<file path="src/rtl/rect_pkg.sv">
// Shared constants and state type for the rectangle command decoder.
package rect_pkg;

  localparam logic [7:0] OP_RECT   = 8'h01;
  localparam logic [7:0] OP_CLEAR  = 8'h02;
  localparam logic [7:0] SYNC_BYTE = 8'hFF;

  localparam logic [1:0] CMD_RECT  = 2'd0;
  localparam logic [1:0] CMD_CLEAR = 2'd1;

  localparam logic [2:0] RECT_FIELDS  = 3'd5;
  localparam logic [2:0] CLEAR_FIELDS = 3'd1;

  typedef enum logic [1:0] {
    StHunt,
    StOpcode,
    StField,
    StComplete
  } dec_state_t;

endpackage

</file>
<file path="src/rtl/strobe_sync.sv">
// Synchroniser and falling-edge detector for an asynchronous active-low byte strobe.
module strobe_sync #(
  parameter int unsigned SYNC_STAGES = 2
) (
  input  logic clk,
  input  logic rst,
  input  logic strobe,
  output logic bstb
);

  logic [SYNC_STAGES-1:0] sync_q;
  logic                   prev_q;

  always_ff @(posedge clk or posedge rst) begin
    if (rst) begin
      sync_q <= '0;
      prev_q <= 1'b0;
      bstb   <= 1'b0;
    end else begin
      sync_q <= {sync_q[SYNC_STAGES-2:0], strobe};
      prev_q <= sync_q[SYNC_STAGES-1];
      bstb   <= prev_q & ~sync_q[SYNC_STAGES-1];
    end
  end

endmodule

</file>
<file path="src/rtl/rect_cmd_decoder.sv">
// Frames 0xFF-delimited byte commands into clamped, ordered rectangle/clear commands
// and presents them on a valid/ready output register.
module rect_cmd_decoder
  import rect_pkg::*;
#(
  parameter int unsigned X_W         = 9,
  parameter int unsigned Y_W         = 8,
  parameter int unsigned COLOR_W     = 6,
  parameter int unsigned X_SHIFT     = 1,
  parameter int unsigned X_MAX       = 319,
  parameter int unsigned Y_MAX       = 239,
  parameter int unsigned SYNC_STAGES = 2
) (
  input  logic               CLOCK_50,
  input  logic               reset,
  input  logic [7:0]         data,
  input  logic               dR,
  output logic               cmd_valid,
  input  logic               cmd_ready,
  output logic [1:0]         cmd_op,
  output logic [X_W-1:0]     x1,
  output logic [X_W-1:0]     x2,
  output logic [Y_W-1:0]     y1,
  output logic [Y_W-1:0]     y2,
  output logic [COLOR_W-1:0] color,
  output logic               overflow,
  output logic [7:0]         err_count
);

  localparam logic [X_W:0]   XMaxWide = (X_W+1)'(X_MAX);
  localparam logic [Y_W-1:0] YMax     = Y_W'(Y_MAX);

  logic               bstb;
  dec_state_t         state_q, state_d;
  logic [2:0]         idx_q, idx_d;
  logic [2:0]         cnt_q, cnt_d;
  logic [1:0]         kind_q, kind_d;
  logic [7:0]         fld_q [4];
  logic [COLOR_W-1:0] col_q;
  logic               err_inc, fld_we, col_we, load, drop;

  strobe_sync #(
    .SYNC_STAGES(SYNC_STAGES)
  ) u_strobe_sync (
    .clk   (CLOCK_50),
    .rst   (reset),
    .strobe(dR),
    .bstb  (bstb)
  );

  // Scaling is done one bit wider so the shifted byte cannot wrap before the clamp.
  function automatic logic [X_W-1:0] scale_x(input logic [7:0] b);
    logic [X_W:0] xs;
    xs = (X_W+1)'(b) << X_SHIFT;
    return (xs > XMaxWide) ? XMaxWide[X_W-1:0] : xs[X_W-1:0];
  endfunction

  function automatic logic [Y_W-1:0] scale_y(input logic [7:0] b);
    logic [Y_W-1:0] ys;
    ys = Y_W'(b);
    return (ys > YMax) ? YMax : ys;
  endfunction

  always_comb begin
    state_d = state_q;
    idx_d   = idx_q;
    cnt_d   = cnt_q;
    kind_d  = kind_q;
    err_inc = 1'b0;
    fld_we  = 1'b0;
    col_we  = 1'b0;
    if (bstb && data == SYNC_BYTE) begin
      state_d = StOpcode;
      idx_d   = 3'd0;
      err_inc = (state_q == StField);
    end else begin
      unique case (state_q)
        StHunt: ;
        StOpcode: begin
          if (bstb) begin
            if (data == OP_RECT) begin
              state_d = StField;
              cnt_d   = RECT_FIELDS;
              kind_d  = CMD_RECT;
            end else if (data == OP_CLEAR) begin
              state_d = StField;
              cnt_d   = CLEAR_FIELDS;
              kind_d  = CMD_CLEAR;
            end else begin
              state_d = StHunt;
              err_inc = 1'b1;
            end
          end
        end
        StField: begin
          if (bstb) begin
            // The last field of every opcode is the colour.
            if (idx_q == cnt_q - 3'd1) begin
              col_we  = 1'b1;
              state_d = StComplete;
            end else begin
              fld_we = 1'b1;
              idx_d  = idx_q + 3'd1;
            end
          end
        end
        StComplete: begin
          state_d = StOpcode;
          idx_d   = 3'd0;
        end
        default: state_d = StHunt;
      endcase
    end
  end

  always_ff @(posedge CLOCK_50 or posedge reset) begin
    if (reset) begin
      state_q <= StHunt;
      idx_q   <= 3'd0;
      cnt_q   <= 3'd0;
      kind_q  <= CMD_RECT;
      col_q   <= '0;
      for (int i = 0; i < 4; i++) fld_q[i] <= 8'd0;
    end else begin
      state_q <= state_d;
      idx_q   <= idx_d;
      cnt_q   <= cnt_d;
      kind_q  <= kind_d;
      if (fld_we) fld_q[idx_q[1:0]] <= data;
      if (col_we) col_q <= data[COLOR_W-1:0];
    end
  end

  logic [X_W-1:0] xa, xb, nx1, nx2;
  logic [Y_W-1:0] ya, yb, ny1, ny2;

  assign xa = scale_x(fld_q[0]);
  assign xb = scale_x(fld_q[1]);
  assign ya = scale_y(fld_q[2]);
  assign yb = scale_y(fld_q[3]);

  always_comb begin
    nx1 = (xa < xb) ? xa : xb;
    nx2 = (xa < xb) ? xb : xa;
    ny1 = (ya < yb) ? ya : yb;
    ny2 = (ya < yb) ? yb : ya;
    if (kind_q == CMD_CLEAR) begin
      nx1 = '0;
      nx2 = XMaxWide[X_W-1:0];
      ny1 = '0;
      ny2 = YMax;
    end
  end

  // A held command may be replaced in the same cycle the consumer takes it.
  assign load = (state_q == StComplete) && (!cmd_valid || cmd_ready);
  assign drop = (state_q == StComplete) && !load;

  always_ff @(posedge CLOCK_50 or posedge reset) begin
    if (reset) begin
      cmd_valid <= 1'b0;
      cmd_op    <= 2'd0;
      x1        <= '0;
      x2        <= '0;
      y1        <= '0;
      y2        <= '0;
      color     <= '0;
      overflow  <= 1'b0;
      err_count <= 8'd0;
    end else begin
      if (load) begin
        cmd_valid <= 1'b1;
        cmd_op    <= kind_q;
        x1        <= nx1;
        x2        <= nx2;
        y1        <= ny1;
        y2        <= ny2;
        color     <= col_q;
      end else if (cmd_valid && cmd_ready) begin
        cmd_valid <= 1'b0;
      end
      if (drop) overflow <= 1'b1;
      if (err_inc && err_count != 8'hFF) err_count <= err_count + 8'd1;
    end
  end

endmodule

</file>
<file path="config.mk">
export PLATFORM = sky130hd
export DESIGN_NAME = rect_cmd_decoder
export DESIGN_NICKNAME = d
export VERILOG_FILES = /design/src/rtl/rect_pkg.sv /design/src/rtl/strobe_sync.sv /design/src/rtl/rect_cmd_decoder.sv
export SDC_FILE = /design/constraint.sdc
export NUM_CORES = 1
export LEC_CHECK = 0
export CAP_MARGIN = 15
export CORE_MARGIN = 4
export CORE_UTILIZATION = 46
export CTS_BUF_LIST = sky130_fd_sc_hd__clkbuf_8
export DETAILED_ROUTE_END_ITERATION = 12
export PLACE_DENSITY = 0.65
export RECOVER_POWER = 100
export SLEW_MARGIN = 20
export SYNTH_ARGS = -nofsm -noshare
export SYNTH_HDL_FRONTEND = slang
export SYNTH_SLANG_ARGS = --single-unit
</file>
<file path="constraint.sdc">
create_clock -name CLOCK_50 -period 7.6 [get_ports CLOCK_50]
set_clock_uncertainty 0.2 [all_clocks]
set_input_delay 1.14 -clock CLOCK_50 [delete_from_list [all_inputs] [get_ports CLOCK_50]]
set_output_delay 1.14 -clock CLOCK_50 [all_outputs]
set_load 0.02 [all_outputs]
</file>
==> impl_metrics.py <==
metrics = {
    "status": {
        "status": "finished with violations",
        "violations": "max-capacitance violations, max-slew violations",
    },
    "grt": {
        "top_usage_layer": "met2",
        "antenna_found_initial": 0,
        "grt_max_degree": 57,
        "grt_pass1_vias": 4257,
        "track_usage_pct": 20.60,
        "grt_util_met2_pct": 30.88,
        "grt_use_met3_pct": 4.804,
        "grt_first_pass_wirelength_mm": 22.16,
        "use_met1_pct": 30.45,
        "grt_overflow": 0,
    },
    "setup_path": {
        "path_class": "flop to flop",
        "rrSetupSlack_ps": 3220,
        "crit_path_start_kind": "flop",
        "reg2regPathDepth": 8,
        "worstPathArrival_ps": 4440,
        "cp-end-kind": "flop",
        "crit_fanout": 17,
        "reg2reg_from": "fld_q[30]",
        "required_ps": 7660,
        "reg2reg_to": "x1[0]",
    },
    "timing": {
        "final_hold_viol_count": 0,
        "post-route-period-util_pct": 57.60,
        "clock.fmax_ghz": 0.2284,
        "final_max_slew_viol_count": 65,
        "rsz0062_at_grt": "no",
        "tightest_slew_ps": 1985,
        "layout_min_cycle_time_ps": 4377,
        "final-setup-viol-count": 0,
        "tns_ps": 0,
        "relSlewSlack_pct": -33.06,
    },
    "hold_path": {
        "min_path_type": "flop to flop",
        "min_path_cells": 0,
        "min-delay-start": "u_strobe_sync.sync_q[0]",
        "min_to": "u_strobe_sync.sync_q[1]",
    },
    "final_layout": {
        "diodes": 0,
        "drive_above_1_share_pct": 10.28,
        "final_nets": 600,
        "syn_to_final_growth_pct": 15.08,
        "fill_cells": 1039,
    },
    "power": {
        "p_total_mw": 2.043,
        "pwr_density_cell_nw_per_um2": 330.6,
        "vdd_drop_max_mv": 0.1962,
        "leakage_nw": 2.632,
    },
    "die": {
        "rows": 39,
        "die_x_um": 116.0,
        "io_pins": 64,
        "core_um2": 11420,
        "fp.dieArea_um2": 13460,
        "dieHeight_um": 116.0,
        "start_util_pct": 47.02,
    },
    "placed_design": {
        "hpwl_mm": 9.106,
        "io_buffers": 62,
        "place_congestion": 0.8915,
    },
    "clocking": {
        "numCtsBuffers": 9,
        "clock_sinks": 101,
        "root_buffer": "clkbuf_8",
        "cts_resized": 0,
        "cts_hold_buf": 0,
        "clk_pin_slew_worst_paths_ps": 100,
        "cts_max_level": 3,
        "cts_tree": "yes",
        "clk_latency_ps": 370,
        "cts_buffer_depth": 2,
        "cts_setup_buffers": 0,
    },
    "synthesis": {
        "syn_area_um2": 5369,
        "syn_nets": 559,
        "syn_area_per_cell_um2": 10.17,
        "yosysSeqAreaShare_pct": 47.08,
        "yosysUniqueCellTypes": 64,
        "synth_edf_count": 0,
        "ys_warn_count": 0,
        "synthFlopType": "dfrtp_1",
        "postSynthCellCount": 528,
        "ys_ff_latch": 101,
        "async_flop_share_pct": 100.0,
    },
    "route": {
        "drc": 0,
        "routedWlPerCell_um": 18.03,
        "antenna_left": 0,
        "avgViaCountPerCell": 6.017,
        "drt_wl_total_mm": 12.93,
        "dr_total_vias": 4314,
        "drt-initial-drc-count": 322,
        "first_pass_iters": 5,
    },
    "job": {
        "cap_violations": 2,
    },
}
==> synthesized netlist by cell type (9+ instances only) <==
master	number	area, um2
dfrtp_1	101	2527
nand2_1	49	183.9
mux2_2	36	405.4
nor2_1	28	105.1
clkbuf_1	25	93.84
nand3_1	25	125.1
inv_1	22	82.58
ha_1	19	237.7
nand4_1	18	112.6
o21ai_0	18	90.09
nand2b_1	15	93.84
nor3_1	13	65.06
a2111oi_0	9	78.83
a31oi_1	9	56.30
a32oi_1	9	78.83
==> power breakdown <==
| group | internal, mW | total (mW) | switching, mW |
|---|---|---|---|
| Clock | 0.124 | 0.327 | 0.203 |
| Combinational | 0.312 | 0.931 | 0.619 |
| Sequential | 0.662 | 0.785 | 0.123 |
| Total | 1.10 | 2.04 | 0.945 |
==> stage by stage <==
step | hold WS (ps) | std cells | area, um2 | utilization (%) | worst slack (ps)
CTS | 157.6 | 717 | 6215 | 54.43 | 3881
finish | 155.7 | 717 | 6178 | 54.11 | 3223
global route | 164.1 | 717 | 6178 | 54.11 | 2924
floorplan | 131.2 | 528 | 5369 | - | 3613
global placement | 132.4 | 701 | 6033 | 52.84 | 3851
detailed placement | 134.7 | 701 | 6033 | 52.84 | 3759
==> layout by cell type (no fill, tap or decap), drive strengths merged, types with 3 or more instances in the layout <==
cell,netlist,final
ha,19,19
a21boi,3,3
a31oi,9,9
nand2,49,49
and3,3,3
nand4,18,18
clkinvlp,0,3
o211ai,8,8
clkinv,1,3
o32ai,5,5
o311ai,8,8
mux2i,4,4
inv,22,24
nand3,25,25
a21oi,8,8
dfrtp,101,101
o2111ai,3,3
a21o,8,8
and4,4,4
nor4,8,8
nor3,15,15
xor2,6,6
a2111oi,9,9
clkdlybuf4s50,0,7
dlygate4sd3,0,55
o21ai,20,20
nor2,28,28
nor2b,6,6
a211oi,9,9
nand2b,15,15
clkbuf,27,9
and2,4,4
nor3b,3,3
a32oi,9,9
mux2,36,36
buf,10,5
==> worst max-delay path: stages (launching register included) <==
cell and delay [ps]:
dfrtp_1 420, o21ai_1 510, or2b_1 350, ha_1 340
a21o_1 160, a21o_1 190, a211oi_1 1510, o22ai_1 170
a221o_1 410
==> cells by family after synthesis <==
| group | count (synthesis) | share of synthesized area, % |
|---|---|---|
| buffers and inverters | 60 | 4.964 |
| multiplexers | 40 | 8.296 |
| adder cells (fa/ha/maj) | 19 | 4.428 |
| other | 1 | 0.06985 |
| XOR/XNOR | 7 | 1.142 |
| AND/OR/NAND/NOR | 185 | 18.13 |
| flip-flops | 101 | 47.08 |
| AO/OA/AOI/OAI | 115 | 15.89 |
==> flip-flops by register name (all words and copies together) (netlist names) <==
name / count
kind_q: 1
u_strobe_sync.prev_q: 1
cmd_valid: 1
cnt_q: 2
u_strobe_sync.sync_q: 2
color: 6
x1: 9
col_q: 6
fld_q: 32
state_q: 2
u_strobe_sync.bstb: 1
idx_q: 3
err_count: 8
y1: 8
overflow: 1
y2: 8
cmd_op: 1
x2: 9
==> final cells by class <==
| class | instances | area [um2] | share of cell area, % |
|---|---|---|---|
| multi-input cells | 367 | 2545 | 41.19 |
| flip-flops and latches | 101 | 2527 | 40.91 |
| repair buffers | 67 | 658.1 | 10.65 |
| well taps | 143 | 178.9 | 2.896 |
| clock buffers | 9 | 123.9 | 2.005 |
| inverters | 23 | 87.58 | 1.418 |
| clock inverters | 7 | 57.56 | 0.9316 |
==> worst max path at each step <==
| stage | startpoint | slack (ps) | depth (start not counted) | endpoint |
|---|---|---|---|---|
| global placement | data[1] | 3850 | 6 | err_count[1] |
| floorplan | reset | 3610 | 1 | cmd_op[0] |
| CTS | fld_q[21] | 3880 | 9 | x1[0] |
| global route | fld_q[21] | 2920 | 9 | x1[0] |
| finish | fld_q[30] | 3220 | 8 | x1[0] |
| detailed placement | data[1] | 3760 | 6 | err_count[1] |
==> metal layers <==
| layer | vias up | wire length (um) |
|---|---|---|
| met5 | - | 0 |
| met4 | 0 | 99 |
| met3 | 10 | 816 |
| met2 | 155 | 5779 |
| met1 | 2098 | 6232 |
| li1 | 2051 | - |
No activity file was read; power rests on OpenSTA's default activity.
==> RTL edit 1: new RTL, same flow settings <==
Set the parameter `X_W` to 8 (it was 9).
--- a/src/rtl/rect_cmd_decoder.sv
+++ b/src/rtl/rect_cmd_decoder.sv
@@ -3,7 +3,7 @@
 module rect_cmd_decoder
   import rect_pkg::*;
 #(
-  parameter int unsigned X_W         = 9,
+  parameter int unsigned X_W         = 8,
   parameter int unsigned Y_W         = 8,
   parameter int unsigned COLOR_W     = 6,
   parameter int unsigned X_SHIFT     = 1,
Interface: changed (resized x1 and x2); port bits go from 64 to 62. No check against the original RTL was run, so the function may have changed too.
==> RTL edit 1 against the unedited design <==
  * The flow still finishes with violations (max-capacitance violations, max-slew violations)
  * Final area fell by 7.2%
  * Worst setup slack improved by 0.32 ns
  * Routed wire length fell by 21%
  * Count of clock-buffer cells in the layout rose by 1
  * First-iteration DRC count fell by 57%
  * Area after synthesis fell by 9.6%
  * Maximum frequency rose by 8.0%
  * Sequential cell count fell by 2
  * Critical endpoint is now x2[7]$_DFFE_PP0P_
  * Highest routed layer unchanged
Power is not compared: it rests on default switching activity, and its combinational part moved more than twofold at a synthesized area within 25%.
==> RTL edit 1: results (changes against the unedited design) <==
<table>
<tr><th>Metric</th><th>Value</th></tr>
<tr><th colspan="2">Drt</th></tr>
<tr><td>Via count</td><td>3496 (-19%)</td></tr>
<tr><td>Detail Route met3 WL</td><td>566 um (-31%)</td></tr>
<tr><td>Routed wl met2</td><td>4670 um (-19%)</td></tr>
<tr><td>Pre-Repair DR Iteration Count</td><td>4 (-1)</td></tr>
<tr><td>DRC violation total after the first TritonRoute iteration</td><td>137 (-57%)</td></tr>
<tr><th colspan="2">Run status</th></tr>
<tr><td>Violated checks</td><td>max-capacitance violations, max-slew violations</td></tr>
<tr><td>Outcome</td><td>finished with violations</td></tr>
<tr><th colspan="2">Synthesis</th></tr>
<tr><td>Post-synthesis sequential area ratio</td><td>51.02% (+3.9 points)</td></tr>
<tr><td>Yosys cell types</td><td>58 (-9.4%)</td></tr>
<tr><td>Cells taking the most area after synthesis</td><td>dfrtp_1 51%, mux2_2 8.6%, ha_1 4.9%, nor2_1 3.3%, nand2_1 2.9%</td></tr>
<tr><td>Mapped Nets</td><td>466 (-17%)</td></tr>
<tr><th colspan="2">Setup path</th></tr>
<tr><td>WP data arrival</td><td>4.09 ns (-0.35 ns)</td></tr>
<tr><td>Reg-to-reg slack, setup</td><td>3.55 ns (+0.32 ns)</td></tr>
<tr><td>Destination of the worst register-to-register timing path</td><td>x2[7]$_DFFE_PP0P_</td></tr>
<tr><td>Startpoint of the worst register-to-register path</td><td>fld_q[29]$_DFFE_PP0P_</td></tr>
<tr><td>Crit Path Max Fanout</td><td>16 (-1)</td></tr>
<tr><td>Slowest cell delay on critical path</td><td>1.48 ns (-0.03 ns)</td></tr>
<tr><th colspan="2">Layout</th></tr>
<tr><td>Count of fill cells added during filler insertion</td><td>905 (-13%)</td></tr>
<tr><td>Fraction of final layout cells with drive strength greater than 1</td><td>12.55% (+2.3 points)</td></tr>
<tr><th colspan="2">Global routing</th></tr>
<tr><td>Gr usage total</td><td>17.31% (-3.3 points)</td></tr>
<tr><td>Largest net degree at the start of global routing</td><td>55 (-3.5%)</td></tr>
<tr><th colspan="2">Job</th></tr>
<tr><td>Total of max-cap violations</td><td>2 (unchanged)</td></tr>
<tr><th colspan="2">Place</th></tr>
<tr><td>Dpl hpwl</td><td>7491 um (-18%)</td></tr>
<tr><th colspan="2">STA</th></tr>
<tr><td>Final Max Tran Viols</td><td>64 (-1.5%)</td></tr>
<tr><td>Hold slack</td><td>0.1773 ns (+0.02161 ns)</td></tr>
</table>
[RTL edit 1: layout make-up]
class / instances / area, um2 / share of cell area (%)
Clock inverter: 6 / 112.6 / 1.963
Sequential cell: 99 / 2477 / 43.19
Tap cell: 136 / 170.2 / 2.967
Multi-Input combinational cell: 299 / 2150 / 37.48
Clock buffer: 10 / 137.6 / 2.400
Timing Repair Buffer: 63 / 623.1 / 10.86
Inverter: 17 / 65.06 / 1.134
[RTL edit 1: how the worst max path moves through the flow]
stage | start | to | slack (ns)
after detailed placement | data[0] | err_count[1]$_DFFE_PP0P_ | 3.97
after global placement | data[5] | err_count[1]$_DFFE_PP0P_ | 4.00
after CTS | fld_q[29]$_DFFE_PP0P_ | x2[7]$_DFFE_PP0P_ | 4.29
after floorplan | reset | cmd_op[0]$_DFFE_PP0P_ | 3.67
after global routing | fld_q[29]$_DFFE_PP0P_ | x2[7]$_DFFE_PP0P_ | 3.38
final | fld_q[29]$_DFFE_PP0P_ | x2[7]$_DFFE_PP0P_ | 3.55
[RTL edit 1: critical path: cells and delay by family, from the launching register on]
kind / cells / cell delay, ns
AO/OA/AOI/OAI: 6 / 2.75
adder cells (fa/ha/maj): 1 / 0.31
buffers and inverters: 1 / 0.09
flip-flops: 1 / 0.41
AND/OR/NAND/NOR: 1 / 0.18
[RTL edit 1: power by group through the flow]
stage / combinational, mW / clock, mW / sequential [mW]
floorplan: 0.0306 / 0 / 0.546
finish: 0.0515 / 0.412 / 0.534
global placement: 0.0544 / 0 / 0.544
global route: 0.0584 / 0.442 / 0.535
CTS: 0.0556 / 0.422 / 0.534
detailed placement: 0.0553 / 0 / 0.545
[RTL edit 1: cell families (layout without fill, tap and decap cells)]
family,after synthesis,after routing,synth area share [%]
buffers and inverters,37,96,3.272
other,1,1,0.07723
multiplexers,52,52,11.83
AO/OA/AOI/OAI,76,76,12.45
adder cells (fa/ha/maj),19,19,4.896
flip-flops,99,99,51.02
AND/OR/NAND/NOR,142,142,14.84
XOR/XNOR,9,9,1.623
[RTL edit 1: per-layer routing]
layer / vias to the layer above / global-route usage [%]
met5: - / 0
met4: 0 / 3.859
met2: 91 / 26.90
met1: 1718 / 25.35
li1: 1680 / -
met3: 7 / 3.166
[RTL edit 1: per-stage QoR]
stage          cell area (um2)  worst slack [ns]  cells  util [%]
6_report                  5736             3.547    630     55.56
5_1_grt                   5736             3.384    630     55.56
4_1_cts                   5807             4.291    630     56.25
3_5_place_dp              5557             3.966    614     53.82
3_3_place_gp              5557             3.998    614     53.82
2_1_floorplan             4856             3.670    435         -
==> RTL edit 2: new RTL, same settings <==
Made on the original files. Register the output `err_count` once more, without a reset; this adds one clock of latency there. The other outputs are not delayed to match.
--- a/src/rtl/rect_cmd_decoder.sv
+++ b/src/rtl/rect_cmd_decoder.sv
@@ -29,6 +29,8 @@
 
   localparam logic [X_W:0]   XMaxWide = (X_W+1)'(X_MAX);
   localparam logic [Y_W-1:0] YMax     = Y_W'(Y_MAX);
+
+  logic [7:0] err_count_s0;
 
   logic               bstb;
   dec_state_t         state_q, state_d;
@@ -166,7 +168,7 @@
       y2        <= '0;
       color     <= '0;
       overflow  <= 1'b0;
-      err_count <= 8'd0;
+      err_count_s0 <= 8'd0;
     end else begin
       if (load) begin
         cmd_valid <= 1'b1;
@@ -180,8 +182,12 @@
         cmd_valid <= 1'b0;
       end
       if (drop) overflow <= 1'b1;
-      if (err_inc && err_count != 8'hFF) err_count <= err_count + 8'd1;
+      if (err_inc && err_count_s0 != 8'hFF) err_count_s0 <= err_count_s0 + 8'd1;
     end
+  end
+
+  always_ff @(posedge CLOCK_50) begin
+    err_count <= err_count_s0;
   end
 
 endmodule
Function: changed (Yosys sat finds a counterexample within 10 cycles, from zero or initial values and one cycle with reset high).
==> RTL edit 2 against the unedited design <==
  * The run still ends with max-capacitance violations, max-slew violations left
  * Core utilization up 1.5 points
  * Area after synthesis down 2.3%
  * Routed wire length down 8.8%
  * Sequential cell count up 8
  * Power down 5.1%
  * Worst setup slack worse by 0.50 ns
  * Register-to-register slack better by 0.22 ns
  * Final area down 1.2%
==> RTL edit 2: results (changes against the unedited design) <==
<table>
<tr><th>Metric</th><th>Value</th></tr>
<tr><th colspan="2">Run status</th></tr>
<tr><td>Outcome</td><td>finished with violations</td></tr>
<tr><td>Violated checks</td><td>max-capacitance violations, max-slew violations</td></tr>
<tr><th colspan="2">Layout</th></tr>
<tr><td>Fraction of final layout cells with drive strength greater than 1</td><td>12.04% (+1.8 points)</td></tr>
<tr><td>Total Nets Final</td><td>566 (-5.7%)</td></tr>
<tr><th colspan="2">STA</th></tr>
<tr><td>Final Max Tran Viols</td><td>92 (+42%)</td></tr>
<tr><td>Slew at the pin closest to its max-slew limit</td><td>2.218 ns (+0.2325 ns)</td></tr>
<tr><th colspan="2">Setup path</th></tr>
<tr><td>WP data arrival</td><td>4.99 ns (+0.55 ns)</td></tr>
<tr><td>Crit Path Max Fanout</td><td>18 (+1)</td></tr>
<tr><th colspan="2">Synthesis</th></tr>
<tr><td>Leading post-synthesis cells by instance count</td><td>101 x dfrtp_1, 44 x nand2_1, 42 x nor2_1</td></tr>
<tr><td>Yosys cell types</td><td>65 (+1.6%)</td></tr>
<tr><td>Mapped Nets</td><td>515 (-7.9%)</td></tr>
<tr><td>Post-synthesis sequential area ratio</td><td>51.23% (+4.2 points)</td></tr>
<tr><td>Cells taking the most area after synthesis</td><td>dfrtp_1 48%, mux2_2 8.2%, ha_1 4.5%, nand2_1 3.1%, dfxtp_1 3.1%</td></tr>
<tr><th colspan="2">Drt</th></tr>
<tr><td>Per-cell via count in the routed design</td><td>5.718 (-5.0%)</td></tr>
<tr><td>Drt total wl</td><td>11790 um (-8.8%)</td></tr>
<tr><td>DRC violation total after the first TritonRoute iteration</td><td>144 (-55%)</td></tr>
<tr><th colspan="2">Clocking</th></tr>
<tr><td>Clock latency on the worst-skew pair</td><td>0.39 ns (+0.02 ns)</td></tr>
<tr><th colspan="2">Global routing</th></tr>
<tr><td>First-pass GRT wire length</td><td>20020 um (-9.7%)</td></tr>
<tr><td>Gr usage total</td><td>19.17% (-1.4 points)</td></tr>
<tr><td>Largest net degree at the start of global routing</td><td>52 (-8.8%)</td></tr>
<tr><td>Number of global-route vias before repair</td><td>3840 (-9.8%)</td></tr>
<tr><th colspan="2">Power and ir drop</th></tr>
<tr><td>Peak supply drop</td><td>0.0001458 V (-26%)</td></tr>
<tr><th colspan="2">Place</th></tr>
<tr><td>Dpl hpwl</td><td>8347 um (-8.3%)</td></tr>
<tr><td>Global placer's final weighted congestion</td><td>0.8623 (-3.3%)</td></tr>
<tr><th colspan="2">Job</th></tr>
<tr><td>Total of max-cap violations</td><td>3 (+1)</td></tr>
</table>
-- RTL edit 2: cell count changes in the layout (fill, tap and decap cells not counted), moves of 9 or more --
cell,unedited run,this run
nand3_1,25,6
o21ai_0,19,7
nor2_1,28,42
a21oi_1,8,18
a32oi_1,9,0
a221o_1,1,10
nand2b_1,15,4
-- RTL edit 2: critical path, cell delays in order --
cell	delay, ns
dlygate4sd3_1	0.57
nor2b_1	0.08
nor3_1	1.48
o21ai_0	1.00
or2_2	0.55
o211ai_1	0.17
-- RTL edit 2: metrics by stage --
step	std cells	setup WS, ns	util (%)	area [um2]
6_report	680	2.722	55.58	6105
2_1_floorplan	484	3.613	-	5246
3_3_place_gp	664	3.389	54.33	5967
4_1_cts	680	3.744	56.13	6165
5_1_grt	680	2.300	55.58	6105
3_5_place_dp	664	3.326	54.37	5972
-- RTL edit 2: cell families after synthesis --
kind of cell	after synthesis	share of synthesized area, %
buffers and inverters	52	3.959
adder cells (fa/ha/maj)	19	4.531
multiplexers	43	9.230
flip-flops	109	51.23
XOR/XNOR	5	0.8347
other	1	0.07148
AO/OA/AOI/OAI	103	15.19
AND/OR/NAND/NOR	152	14.95
-- RTL edit 2: layout make-up --
type / instances / area, um2
Clock buffer: 11 / 151.4
Clock inverter: 5 / 41.29
Fill cell: 987 / 4878
Inverter: 28 / 106.4
Multi-Input combinational cell: 323 / 2307
Sequential cell: 109 / 2688
Tap cell: 140 / 175.2
Timing Repair Buffer: 64 / 635.6
-- RTL edit 2: power breakdown --
part | internal (mW) | switching, mW | leakage (nW) | total [mW]
Combinational | 0.289 | 0.478 | 1.28 | 0.767
Sequential | 0.713 | 0.115 | 1.29 | 0.828
Clock | 0.140 | 0.204 | 0.0926 | 0.344
-- RTL edit 2: layer usage --
layer | up-vias | global-route usage [%] | share of wire, %
met2 | 104 | 29.14 | 46
met3 | 18 | 6.105 | 6.7
met1 | 1893 | 26.89 | 46
met5 | - | 0 | 0
met4 | 0 | 4.851 | 1.2
li1 | 1873 | - | -
-- RTL edit 2: final timing paths --
check	start	endpoint	slack, ns	cells after the start
min in group asynchronous	reset	idx_q[1]$_DFFE_PP0P_	1.57	2
setup / recovery	cmd_ready	y2[4]$_DFFE_PP0P_	2.72	6
hold reg to reg	u_strobe_sync.sync_q[0]$_DFF_PP0_	u_strobe_sync.sync_q[1]$_DFF_PP0_	0.17	0
hold / removal	u_strobe_sync.sync_q[0]$_DFF_PP0_	u_strobe_sync.sync_q[1]$_DFF_PP0_	0.17	0
setup reg to reg	fld_q[31]$_DFFE_PP0P_	x2[5]$_DFFE_PP0P_	3.44	9
max in group asynchronous	reset	x2[1]$_DFFE_PP0P_	4.13	3
